**src/rtl/lc3b_types.sv**
```systemverilog
// Shared LC-3b memory-hierarchy types: word, cache line, and the L2 arbiter state encoding.
package lc3b_types;

  typedef logic [15:0]  lc3b_word;
  typedef logic [255:0] lc3b_cline;

  typedef enum logic [1:0] {
    IDLE    = 2'd0,
    SERVE_I = 2'd1,
    SERVE_D = 2'd2,
    DONE    = 2'd3
  } cache_arb_state;

endpackage

```
**src/rtl/cache_arbiter.sv**
```systemverilog
// Arbitrates I-cache and D-cache line requests onto the single L2 mem_* port,
// one registered transaction at a time, and steers the L2 response back to the owner.
module cache_arbiter
  import lc3b_types::*;
#(
  parameter int FAIR = 1
) (
  input  logic      clk,
  input  logic      rst_n,
  input  logic      i_read,
  input  lc3b_word  i_address,
  output logic      i_resp,
  output lc3b_cline i_rdata,
  input  logic      d_read,
  input  logic      d_write,
  input  lc3b_word  d_address,
  input  lc3b_cline d_wdata,
  output logic      d_resp,
  output lc3b_cline d_rdata,
  output logic      mem_read,
  output logic      mem_write,
  output lc3b_word  mem_address,
  output lc3b_cline mem_wdata,
  input  logic      mem_resp,
  input  lc3b_cline mem_rdata
);

  cache_arb_state state_q;
  logic           last_d_q;   // 1: D-cache owned the most recent grant
  logic           mem_read_q, mem_write_q;
  lc3b_word       mem_address_q;
  lc3b_cline      mem_wdata_q;

  logic i_pend, d_pend, gnt_i, gnt_d;

  always_comb begin
    i_pend = i_read;
    d_pend = d_read | d_write;
    gnt_i  = 1'b0;
    gnt_d  = 1'b0;
    if (i_pend && d_pend) begin
      if (FAIR != 0) begin
        gnt_i = last_d_q;
        gnt_d = ~last_d_q;
      end else begin
        gnt_d = 1'b1;
      end
    end else begin
      gnt_i = i_pend;
      gnt_d = d_pend;
    end
  end

  always_ff @(posedge clk) begin
    if (!rst_n) begin
      state_q       <= IDLE;
      last_d_q      <= 1'b1;
      mem_read_q    <= 1'b0;
      mem_write_q   <= 1'b0;
      mem_address_q <= '0;
      mem_wdata_q   <= '0;
    end else begin
      case (state_q)
        IDLE: begin
          if (gnt_i) begin
            state_q       <= SERVE_I;
            last_d_q      <= 1'b0;
            mem_address_q <= i_address;
            mem_read_q    <= 1'b1;
            mem_write_q   <= 1'b0;
          end else if (gnt_d) begin
            state_q       <= SERVE_D;
            last_d_q      <= 1'b1;
            mem_address_q <= d_address;
            // read+write together is treated as a writeback
            mem_read_q    <= ~d_write;
            mem_write_q   <= d_write;
            if (d_write) mem_wdata_q <= d_wdata;
          end
        end
        SERVE_I, SERVE_D: begin
          if (mem_resp) begin
            state_q     <= DONE;
            mem_read_q  <= 1'b0;
            mem_write_q <= 1'b0;
          end
        end
        DONE:    state_q <= IDLE;
        default: state_q <= IDLE;
      endcase
    end
  end

  assign i_resp      = (state_q == SERVE_I) && mem_resp;
  assign d_resp      = (state_q == SERVE_D) && mem_resp;
  assign i_rdata     = mem_rdata;
  assign d_rdata     = mem_rdata;
  assign mem_read    = mem_read_q;
  assign mem_write   = mem_write_q;
  assign mem_address = mem_address_q;
  assign mem_wdata   = mem_wdata_q;

endmodule

```
**config.mk**
```make
export PLATFORM = sky130hd
export DESIGN_NAME = cache_arbiter
export DESIGN_NICKNAME = d
export VERILOG_FILES = /design/src/rtl/lc3b_types.sv /design/src/rtl/cache_arbiter.sv
export SDC_FILE = /design/constraint.sdc
export NUM_CORES = 1
export LEC_CHECK = 0
export CAP_MARGIN = 25
export CORE_AREA = 10 10 508 510
export DETAILED_ROUTE_END_ITERATION = 10
export DIE_AREA = 0 0 518 520
export GPL_ROUTABILITY_DRIVEN = 0
export PLACE_DENSITY = 0.3
export SYNTH_ARGS = -nofsm -noshare
export SYNTH_HDL_FRONTEND = slang
export SYNTH_SLANG_ARGS = --single-unit
```
**constraint.sdc**
```tcl
create_clock -name clk -period 4.78 [get_ports clk]
set_input_delay 0.717 -clock clk [delete_from_list [all_inputs] [get_ports clk]]
set_output_delay 0.717 -clock clk [all_outputs]
set_load 0.005 [all_outputs]
```
==> metrics.md, run 1 <==
| Metric | Value |
|---|---|
| CTS buffer count | `47` |
| Detailed Route WL | `130000 um` |
| RSZ-0062 raised after global routing | `no` |
| Max clock buf depth | `3` |
| Via/cell ratio | `2.26` |
| Area delta synth->final | `52.9%` |
| Final setup viols | `0` |
| Root Driver | `clkbuf_16` |
| Antenna viol nets, final | `0` |
| Top_reg_cell synth | `dfxtp_1` |
| Sum Neg Setup Slack | `0 ns` |
| Most used cell, CP | `clkdlybuf4s50_1` |
| VDD IR max | `0.243 mV` |
| Bufs and invs on worst path | `2` |
| Global-route wire length before repair | `158000 um` |
| Die X | `518 um` |
| Synth area leader | `dfxtp_1` |
| CTS tree | `done` |
| Slew Viols, Final | `0` |
| Worst Clk Skew | `0.0323 ns` |
| IO Pins | `1338` |
| Share of the synthesized area in the top cell type | `0.402` |
| Sequential area share after synthesis | `0.402` |
| Total of max-cap violations | `0` |
| CP max stage cell | `clkdlybuf4s50_1` |
| I/O Buffers | `569` |
| Final min period | `3.08 ns` |
| CP delay by family, top | `buffers and inverters` |
| Ys async rst share | `0` |
| Die area | `269000 um2` |
| #FFs+latches synth | `277` |
| Crit-path cells | `clkdlybuf4s50_1, and2_1, clkdlybuf4s50_1` |
| Die height | `520 um` |
| Post-CTS Resized | `0` |
| Critical path launch point type | `primary input` |
| Ys Warns | `0` |
| Final worst path period share | `0.645` |
| Number of synthesized flops with an enable pin | `0` |
| DRT Pass-1 Iters | `7` |
| Mapped Avg Cell Area | `7.87 um2` |
| 1st-iter DRT viols | `529` |
| Post-Syn Area | `13800 um2` |
| Post-Syn Nets | `2308` |
| Hpwl dp | `112000 um` |
| Final Hold Viols | `0` |
| Leak | `6.28 nW` |
| Layout fillers | `29100` |
| Outcome | `complete, no violations` |
| DR vias | `11700` |
| Post-CTS Setup Bufs | `0` |
| Max Freq | `0.324 GHz` |
| Pwr dens | `439 nW/um2` |
| Total grt overflow | `0` |
| Initial antenna violation count | `74` |
| Post-DP Area | `19500 um2` |
| Worst-path maximum fanout | `4` |
| Fin area | `21100 um2` |
| CORE AREA | `248000 um2` |
| Via count of the first global-routing pass | `12000` |
| Least-Margin Pin Slew | `0.941 ns` |
| Netlist cell types | `33` |
| Rel. slew slack | `0.373` |
| CTS H-Tree Depth | `2` |
| Gate Count Post-Synth | `1754` |
| Drc violations | `0` |
| Layout Nets | `2339` |
| CP Class | `primary input to primary output` |
| # hold bufs at CTS | `0` |
| Largest net degree at the start of global routing | `89` |
| Type of the worst min-delay path | `flop to flop` |
| Initial Utilization | `0.0557` |
| Critical Path Max Stage Delay | `0.82 ns` |
| Clk pin slew, worst setup/hold paths | `0.05 ns` |
| Latest clock arrival within the worst-skew pair | `0.66 ns` |
| CP endpoint kind | `primary output` |
| GRT Total Usage | `0.0919` |
| CP required | `4.06 ns` |
| Drt wl/cell | `25.2 um` |
| Top post-synthesis cells by area | `dfxtp_1, buf_4, nand2_1` |
| Critical Path AT | `2.36 ns` |
| Clk sink count | `277` |
| Proportion of layout cells with a drive suffix above 1 | `0.0664` |
| Rows | `183` |
cell families after synthesis:
kind of cell               share of synthesized area
DFF                                            0.402
buffers and inverters                          0.323
and+or+nand+nor                                0.157
adders and majority gates                    0.00362
AOI/OAI and AO/OA                              0.115
cell usage after synthesis, drive strengths merged, types with 2 or more instances:
cell	instances
buf	570
nand2	545
dfxtp	277
a21oi	257
clkbuf	35
o21ai	20
a31oi	15
nor2	7
inv	5
ha	4
and2	3
nor3	2
cell type report:
type / instances / area (um2) / area share
Tap cell: 3330 / 4170 / 0.197
Timing Repair Buffer: 587 / 5950 / 0.282
Clock buffer: 67 / 1370 / 0.0650
Clock inverter: 20 / 221 / 0.0105
Sequential cell: 277 / 5550 / 0.263
Antenna cell: 6 / 15.0 / 0.000711
Multi-Input combinational cell: 867 / 3810 / 0.181
Inverter: 5 / 26.3 / 0.00124
layer usage:
| layer | vias to the layer above | routed length [um] | track usage |
|---|---|---|---|
| li1 | 5122 | - | - |
| met1 | 5071 | 36800 | 0.0738 |
| met2 | 1003 | 51600 | 0.131 |
| met3 | 443 | 34000 | 0.113 |
| met4 | 30 | 7460 | 0.0426 |
| met5 | - | 431 | 0.00175 |
per-stage QoR:
step / total power [mW] / hold slack [ns] / worst slack, ns / util / cells
final: 9.27 / 0.452 / 1.70 / 0.0852 / 5159
after global routing: 9.94 / 0.466 / 1.64 / 0.0852 / 5154
after CTS: 9.63 / 0.454 / 1.62 / 0.0851 / 5152
after detailed placement: 5.78 / 0.447 / 1.62 / 0.0787 / 5065
after global placement: 5.79 / 0.442 / 1.63 / 0.0787 / 5065
after floorplan: 4.25 / 0.453 / 3.02 / - / 1754
path summary, 6_finish.rpt:
kind,cells after the start,from,end,slack (ns)
max reg2reg,6,state_q[1],mem_wdata[142],2.59
min reg2reg,2,mem_wdata[131],mem_wdata[131],0.45
min,2,mem_wdata[131],mem_wdata[131],0.45
max,3,mem_resp,i_resp,1.70
worst reg2reg max path: cells and delay by family (launching register included):
kind                     cells  cell delay, ns
AO/OA/AOI/OAI                1            0.13
buffers and inverters        2            0.48
adder cells (fa/ha/maj)      1            0.38
flip-flops                   1            0.32
AND/OR/NAND/NOR              2            0.80
state kept, by name, summed over array words and instances, names as in the netlist:
signal / flops
last_d_q: 1
mem_address: 16
mem_wdata: 256
mem_write: 1
state_q: 2
mem_read: 1
layout by cell type (no fill, tap or decap), types with 2 or more instances in the layout:
master | Yosys | final
o21ai_0 | 19 | 19
clkbuf_16 | 0 | 48
bufinv_16 | 0 | 2
nand2_2 | 10 | 10
nor2_1 | 7 | 7
nor3_1 | 2 | 2
clkbuf_8 | 0 | 10
a21oi_2 | 10 | 10
buf_12 | 0 | 9
dfxtp_1 | 277 | 277
diode_2 | 0 | 6
a21oi_1 | 247 | 247
a31oi_1 | 15 | 15
clkinv_2 | 0 | 5
clkdlybuf4s50_1 | 0 | 569
inv_6 | 0 | 4
ha_1 | 4 | 4
clkinvlp_4 | 0 | 5
clkinv_4 | 0 | 2
clkbuf_1 | 35 | 9
and2_1 | 3 | 2
inv_1 | 4 | 4
buf_4 | 513 | 8
nand2_1 | 535 | 534
power breakdown:
part / leakage [nW] / total, mW / switching, mW / internal (mW)
clock: 0.767 / 3.62 / 1.50 / 2.12
sequential: 2.26 / 2.94 / 0.237 / 2.70
combinational: 3.26 / 2.71 / 1.53 / 1.18
total: 6.28 / 9.27 / 3.27 / 6.00
Note: power is estimated with default switching activity, not from simulation.
==> inputs of run 2 (changes only) <==
--- a/config.mk
+++ b/config.mk
@@ -6,9 +6,9 @@
 export NUM_CORES = 1
 export LEC_CHECK = 0
 export CAP_MARGIN = 25
-export CORE_AREA = 10 10 508 510
+export CORE_AREA = 10 10 509 511
 export DETAILED_ROUTE_END_ITERATION = 10
-export DIE_AREA = 0 0 518 520
+export DIE_AREA = 0 0 519 521
 export GPL_ROUTABILITY_DRIVEN = 0
 export PLACE_DENSITY = 0.3
 export SYNTH_ARGS = -nofsm -noshare
==> constraint.sdc (replaced) <==
create_clock -name clk -period 2.9 [get_ports clk]
set_input_delay 0.435 -clock clk [delete_from_list [all_inputs] [get_ports clk]]
set_output_delay 0.435 -clock clk [all_outputs]
set_load 0.005 [all_outputs]
==> run 2 against run 1 <==
  * Critical path depth down 2
  * Die area rose by 0.39%
  * Register-to-register slack got worse by 1.8 ns
  * Clock skew shrank 0.0078 ns
  * Clock power rose by 70%
  * Cell count increased by 0.17%
  * Largest power group unchanged
  * Clock-buffer cell count shrank 8
  * Non-clock buffer count grew 10
  * Critical path type is now flop to primary output
  * Via count grew 0.94%
  * Wire length grew 1.8%
  * First-iteration DRC count is 13% higher
==> metrics.md, run 2 (synthesis results as in run 1) <==
| Metric | Value |
|---|---|
| Root Driver | `clkbuf_16` |
| Max reg flops | `256` |
| Critical path launch point type | `flop` |
| CP Class | `flop to primary output` |
| Die height | `521 um` |
| Bufs and invs on worst path | `1` |
| Rows | `183` |
| Worst Clk Skew | `0.0246 ns` |
| Latest clock arrival within the worst-skew pair | `0.66 ns` |
| Max clock buf depth | `3` |
| Least-Margin Pin Slew | `0.962 ns` |
| Final setup viols | `0` |
| Critical Path AT | `1.91 ns` |
| Leak | `6.36 nW` |
| Drc violations | `0` |
| Slew Viols, Final | `0` |
| DR vias | `11800` |
| CORE AREA | `248000 um2` |
| Pwr Total | `15.5 mW` |
| Final min period | `2.35 ns` |
| 1st-iter DRT viols | `599` |
| Clk pin slew, worst setup/hold paths | `0.06 ns` |
| Critical Path Max Stage Delay | `0.90 ns` |
| Most common cell after layout, fill and taps aside | `clkdlybuf4s50_1` |
| Layout Nets | `2349` |
| Layout fillers | `29100` |
| CP endpoint kind | `primary output` |
| Crit-path cells | `clkdlybuf4s50_1` |
| Post-CTS Setup Bufs | `0` |
| IO Pins | `1338` |
| CTS H-Tree Depth | `2` |
| Type of the worst min-delay path | `primary input to flop` |
| Antenna viol nets, final | `0` |
| Most frequent cells in the layout | `clkdlybuf4s50_1, nand2_1, dfxtp_1` |
| Die X | `519 um` |
| Sum Neg Setup Slack | `0 ns` |
| Initial antenna violation count | `85` |
| RSZ-0062 raised after global routing | `no` |
| I/O Buffers | `569` |
| Hpwl dp | `114000 um` |
| CP max stage cell | `clkdlybuf4s50_1` |
| Worst-path maximum fanout | `2` |
| Final Hold Viols | `0` |
| Clk sink count | `277` |
| Rel. slew slack | `0.359` |
| DRT Pass-1 Iters | `5` |
| GRT Total Usage | `0.0933` |
| Via count of the first global-routing pass | `12100` |
| CP required | `2.47 ns` |
| Via/cell ratio | `2.28` |
| CP delay by family, top | `buffers and inverters` |
| Area delta synth->final | `53.7%` |
| Final worst path period share | `0.810` |
| CTS tree | `done` |
| Total grt overflow | `0` |
| Global-route wire length before repair | `161000 um` |
| Max Freq | `0.426 GHz` |
| Detailed Route WL | `133000 um` |
| Die area | `270000 um2` |
| Post-CTS Resized | `0` |
| # hold bufs at CTS | `0` |
| Initial Utilization | `0.0556` |
| CTS buffer count | `47` |
| Largest net degree at the start of global routing | `154` |
| Outcome | `complete, no violations` |
| Pwr dens | `730 nW/um2` |
| VDD IR max | `0.351 mV` |
| Total of max-cap violations | `0` |
| Proportion of layout cells with a drive suffix above 1 | `0.0727` |
| Drt wl/cell | `25.7 um` |
-- run 2: changes by cell type in the layout (fill, tap and decap cells not counted) --
| cell | before | now |
|---|---|---|
| bufinv_16 | 2 | 6 |
| clkinvlp_4 | 5 | 4 |
| clkbuf_16 | 48 | 47 |
| clkbuf_8 | 10 | 6 |
| diode_2 | 6 | 8 |
| inv_6 | 4 | 5 |
| clkdlybuf4s50_1 | 569 | 567 |
| buf_8 | 1 | 0 |
| buf_4 | 8 | 20 |
| clkinv_4 | 2 | 3 |
| clkbuf_1 | 9 | 6 |
| buf_12 | 9 | 10 |
-- run 2: worst paths after layout --
| path | cells after the start | from | slack (ns) | to |
|---|---|---|---|---|
| worst max-delay path | 1 | mem_wdata[189] | 0.55 | mem_wdata[189] |
| worst min-delay path | 3 | d_wdata[27] | 0.33 | mem_wdata[27] |
| worst max register to register | 7 | state_q[1] | 0.74 | mem_wdata[84] |
| worst min register to register | 2 | mem_wdata[225] | 0.45 | mem_wdata[225] |
-- run 2: through the flow --
stage          instances  setup WS, ns  hold WS (ns)  utilization  cell area, um2
3_5_place_dp        5076         0.370         0.447       0.0789           19600
6_report            5168         0.552         0.326       0.0855           21200
2_1_floorplan       1754          1.32         0.453            -           13800
3_3_place_gp        5076         0.391         0.442       0.0789           19600
4_1_cts             5160         0.284         0.209       0.0855           21200
5_1_grt             5161         0.294         0.271       0.0855           21200
-- run 2: where the power goes --
group	internal (mW)	leakage, nW	switching, mW	total [mW]
Combinational	1.95	3.31	2.53	4.47
Sequential	4.45	2.26	0.403	4.86
Clock	3.68	0.788	2.48	6.17
Total	10.1	6.36	5.41	15.5
-- run 2: layout make-up --
| cell class | instances | area, um2 | area share |
|---|---|---|---|
| diodes | 8 | 20.0 | 0.000943 |
| inverters | 5 | 26.3 | 0.00124 |
| repair buffers | 597 | 6030 | 0.284 |
| clock buffers | 59 | 1280 | 0.0603 |
| flip-flops and latches | 277 | 5550 | 0.261 |
| clock inverters | 25 | 352 | 0.0166 |
| multi-input cells | 867 | 3810 | 0.180 |
| well taps | 3330 | 4170 | 0.196 |
-- run 2: worst reg2reg max path: stages (launching register included) --
cell and delay, ns:
dfxtp_1 0.32, inv_1 0.10, ha_1 0.49, and2_4 0.31
buf_12 0.24, buf_4 0.40, nand2_1 0.10, a21oi_1 0.12
-- run 2: layer usage --
| layer | vias up | wire length [um] | global-route usage |
|---|---|---|---|
| li1 | 5143 | - | - |
| met1 | 5192 | 40700 | 0.0817 |
| met2 | 943 | 54300 | 0.138 |
| met3 | 481 | 28700 | 0.0937 |
| met4 | 20 | 8860 | 0.0497 |
| met5 | - | 126 | 0 |
==> inputs of run 3 (changes only) <==
==> constraint.sdc (replaced) <==
create_clock -name clk -period 2.19 [get_ports clk]
set_input_delay 0.3285 -clock clk [delete_from_list [all_inputs] [get_ports clk]]
set_output_delay 0.3285 -clock clk [all_outputs]
set_load 0.005 [all_outputs]
==> run 3 against run 2 <==
  * Hold slack got worse by 0.11 ns
  * Register-to-register slack got worse by 0.53 ns
  * Non-clock buffer count increased by 18
  * Die area unchanged
  * Wire length about the same
  * Via count increased by 0.68%
  * Clock power increased by 30%
  * Clock skew decreased by 0.0078 ns
==> metrics.md, run 3 (synthesis results as in run 1) <==
| Metric | Value |
|---|---|
| Outcome | `complete, no violations` |
| Die area | `270000 um2` |
| Detailed Route WL | `132000 um` |
| Area delta synth->final | `56.0%` |
| CORE AREA | `248000 um2` |
| Drc violations | `0` |
| Storage element area | `5550 um2` |
| DRT Pass-1 Iters | `5` |
| I/O Buffers | `569` |
| Most frequent cells in the layout | `nand2_1, clkdlybuf4s50_1, dfxtp_1` |
| Final Hold Viols | `0` |
| CP endpoint kind | `primary output` |
| Worst Clk Skew | `0.0168 ns` |
| Rows | `183` |
| Critical path launch point type | `flop` |
| Die height | `521 um` |
| Rel. slew slack | `0.592` |
| Clk pin slew, worst setup/hold paths | `0.07 ns` |
| CP max stage cell | `clkdlybuf4s50_1` |
| GRT Total Usage | `0.0929` |
| Most common cell after layout, fill and taps aside | `nand2_1` |
| 1st-iter DRT viols | `584` |
| Root Driver | `clkbuf_16` |
| Hpwl dp | `115000 um` |
| Met3 Use GR | `0.103` |
| Antenna viol nets, final | `0` |
| Bufs and invs on worst path | `1` |
| Layout Nets | `2366` |
| Max reg flops | `256` |
| Crit-path cells | `clkdlybuf4s50_1` |
| Critical Path AT | `1.78 ns` |
| CP required | `1.86 ns` |
| Initial Utilization | `0.0556` |
| Initial antenna violation count | `94` |
| CTS tree | `done` |
| Max Freq | `0.474 GHz` |
| CP delay by family, top | `buffers and inverters` |
| Layout fillers | `29000` |
| Worst-path maximum fanout | `2` |
| Setup ws final | `0.0812 ns` |
| Slew Viols, Final | `0` |
| GRT busiest layer | `met2` |
| CTS buffer count | `46` |
| Sum Neg Setup Slack | `0 ns` |
| Total grt overflow | `0` |
| Via count of the first global-routing pass | `12000` |
| Type of the worst min-delay path | `primary input to flop` |
| Least-Margin Pin Slew | `0.615 ns` |
| Met1 Use GR | `0.0758` |
| Proportion of layout cells with a drive suffix above 1 | `0.0812` |
| VDD IR max | `0.482 mV` |
| CTS H-Tree Depth | `2` |
| Via/cell ratio | `2.29` |
| CP Class | `flop to primary output` |
| RSZ-0062 raised after global routing | `no` |
| IO Pins | `1338` |
| Drt wl/cell | `25.6 um` |
| Critical Path Max Stage Delay | `0.81 ns` |
| GR Layer Usage met2 | `0.136` |
| Pwr dens | `959 nW/um2` |
| Die X | `519 um` |
| Max clock buf depth | `3` |
| Final hold slack | `0.215 ns` |
| Latest clock arrival within the worst-skew pair | `0.67 ns` |
| Global-route wire length before repair | `160000 um` |
| Final setup viols | `0` |
| Total of max-cap violations | `0` |
| DR vias | `11900` |
| Clk sink count | `277` |
| Leak | `6.98 nW` |
| Largest net degree at the start of global routing | `63` |
| Worst hold stages | `3` |
| Final min period | `2.11 ns` |
| Final worst path period share | `0.963` |
| Crit. path cell count | `1` |
| Pre-CTS setup slack | `0.175 ns` |
| Worst reg2reg path depth | `7` |
| Multi-input gate area | `3810 um2` |
==> run 3: cell count changes in the layout (fill, tap and decap cells not counted), moves of 2 or more <==
cell,change
clkinvlp_4,-2
buf_12,+20
clkdlybuf4s50_1,-61
dlygate4sd2_1,+40
inv_6,-2
clkbuf_1,+6
diode_2,-2
dlymetal6s2s_1,+16
buf_4,+3
clkinv_4,-3
==> run 3: per-stage QoR <==
step	std cells	area, um2	utilization	total power [mW]
after global placement	5094	20000	0.0804	13.1
after floorplan	1754	13800	-	9.27
after detailed placement	5094	20000	0.0804	13.1
final	5184	21500	0.0868	20.7
after global routing	5179	21500	0.0868	22.2
after CTS	5178	21500	0.0866	21.5
==> run 3: routing by layer <==
| metal | up-vias | wire, um | share of wire |
|---|---|---|---|
| li1 | 5184 | - | - |
| met1 | 5201 | 38300 | 0.29 |
| met2 | 927 | 54000 | 0.41 |
| met3 | 509 | 30700 | 0.23 |
| met4 | 38 | 9140 | 0.069 |
| met5 | - | 347 | 0.0026 |
==> run 3: cell type report <==
class	instances	share of cell area
multi-input cells	867	0.177
well taps	3330	0.193
inverters	5	0.00122
repair buffers	615	0.297
clock inverters	18	0.0126
diodes	6	0.000697
clock buffers	66	0.0611
flip-flops and latches	277	0.257
==> run 3: where the power goes <==
part	switching (mW)	internal (mW)	leakage, nW
sequential	0.534	5.90	2.26
clock	3.17	4.89	0.776
combinational	3.39	2.79	3.95
==> run 3: worst paths after layout <==
path | end | startpoint | slack, ns
setup / recovery | mem_wdata[46] | mem_wdata[46] | 0.08
hold / removal | mem_wdata[138] | d_wdata[138] | 0.22
setup reg to reg | mem_wdata[31] | state_q[0] | 0.21
hold reg to reg | mem_wdata[246] | mem_wdata[246] | 0.45
==> run 3: repair_timing <==
action / 4_1_cts / 5_1_grt
cloned: 0 / 0
setup endpoints to repair: 40 / 16
hold buffers: 0 / 0
gates resized for setup: 40 / 16
setup buffers: 0 / 0
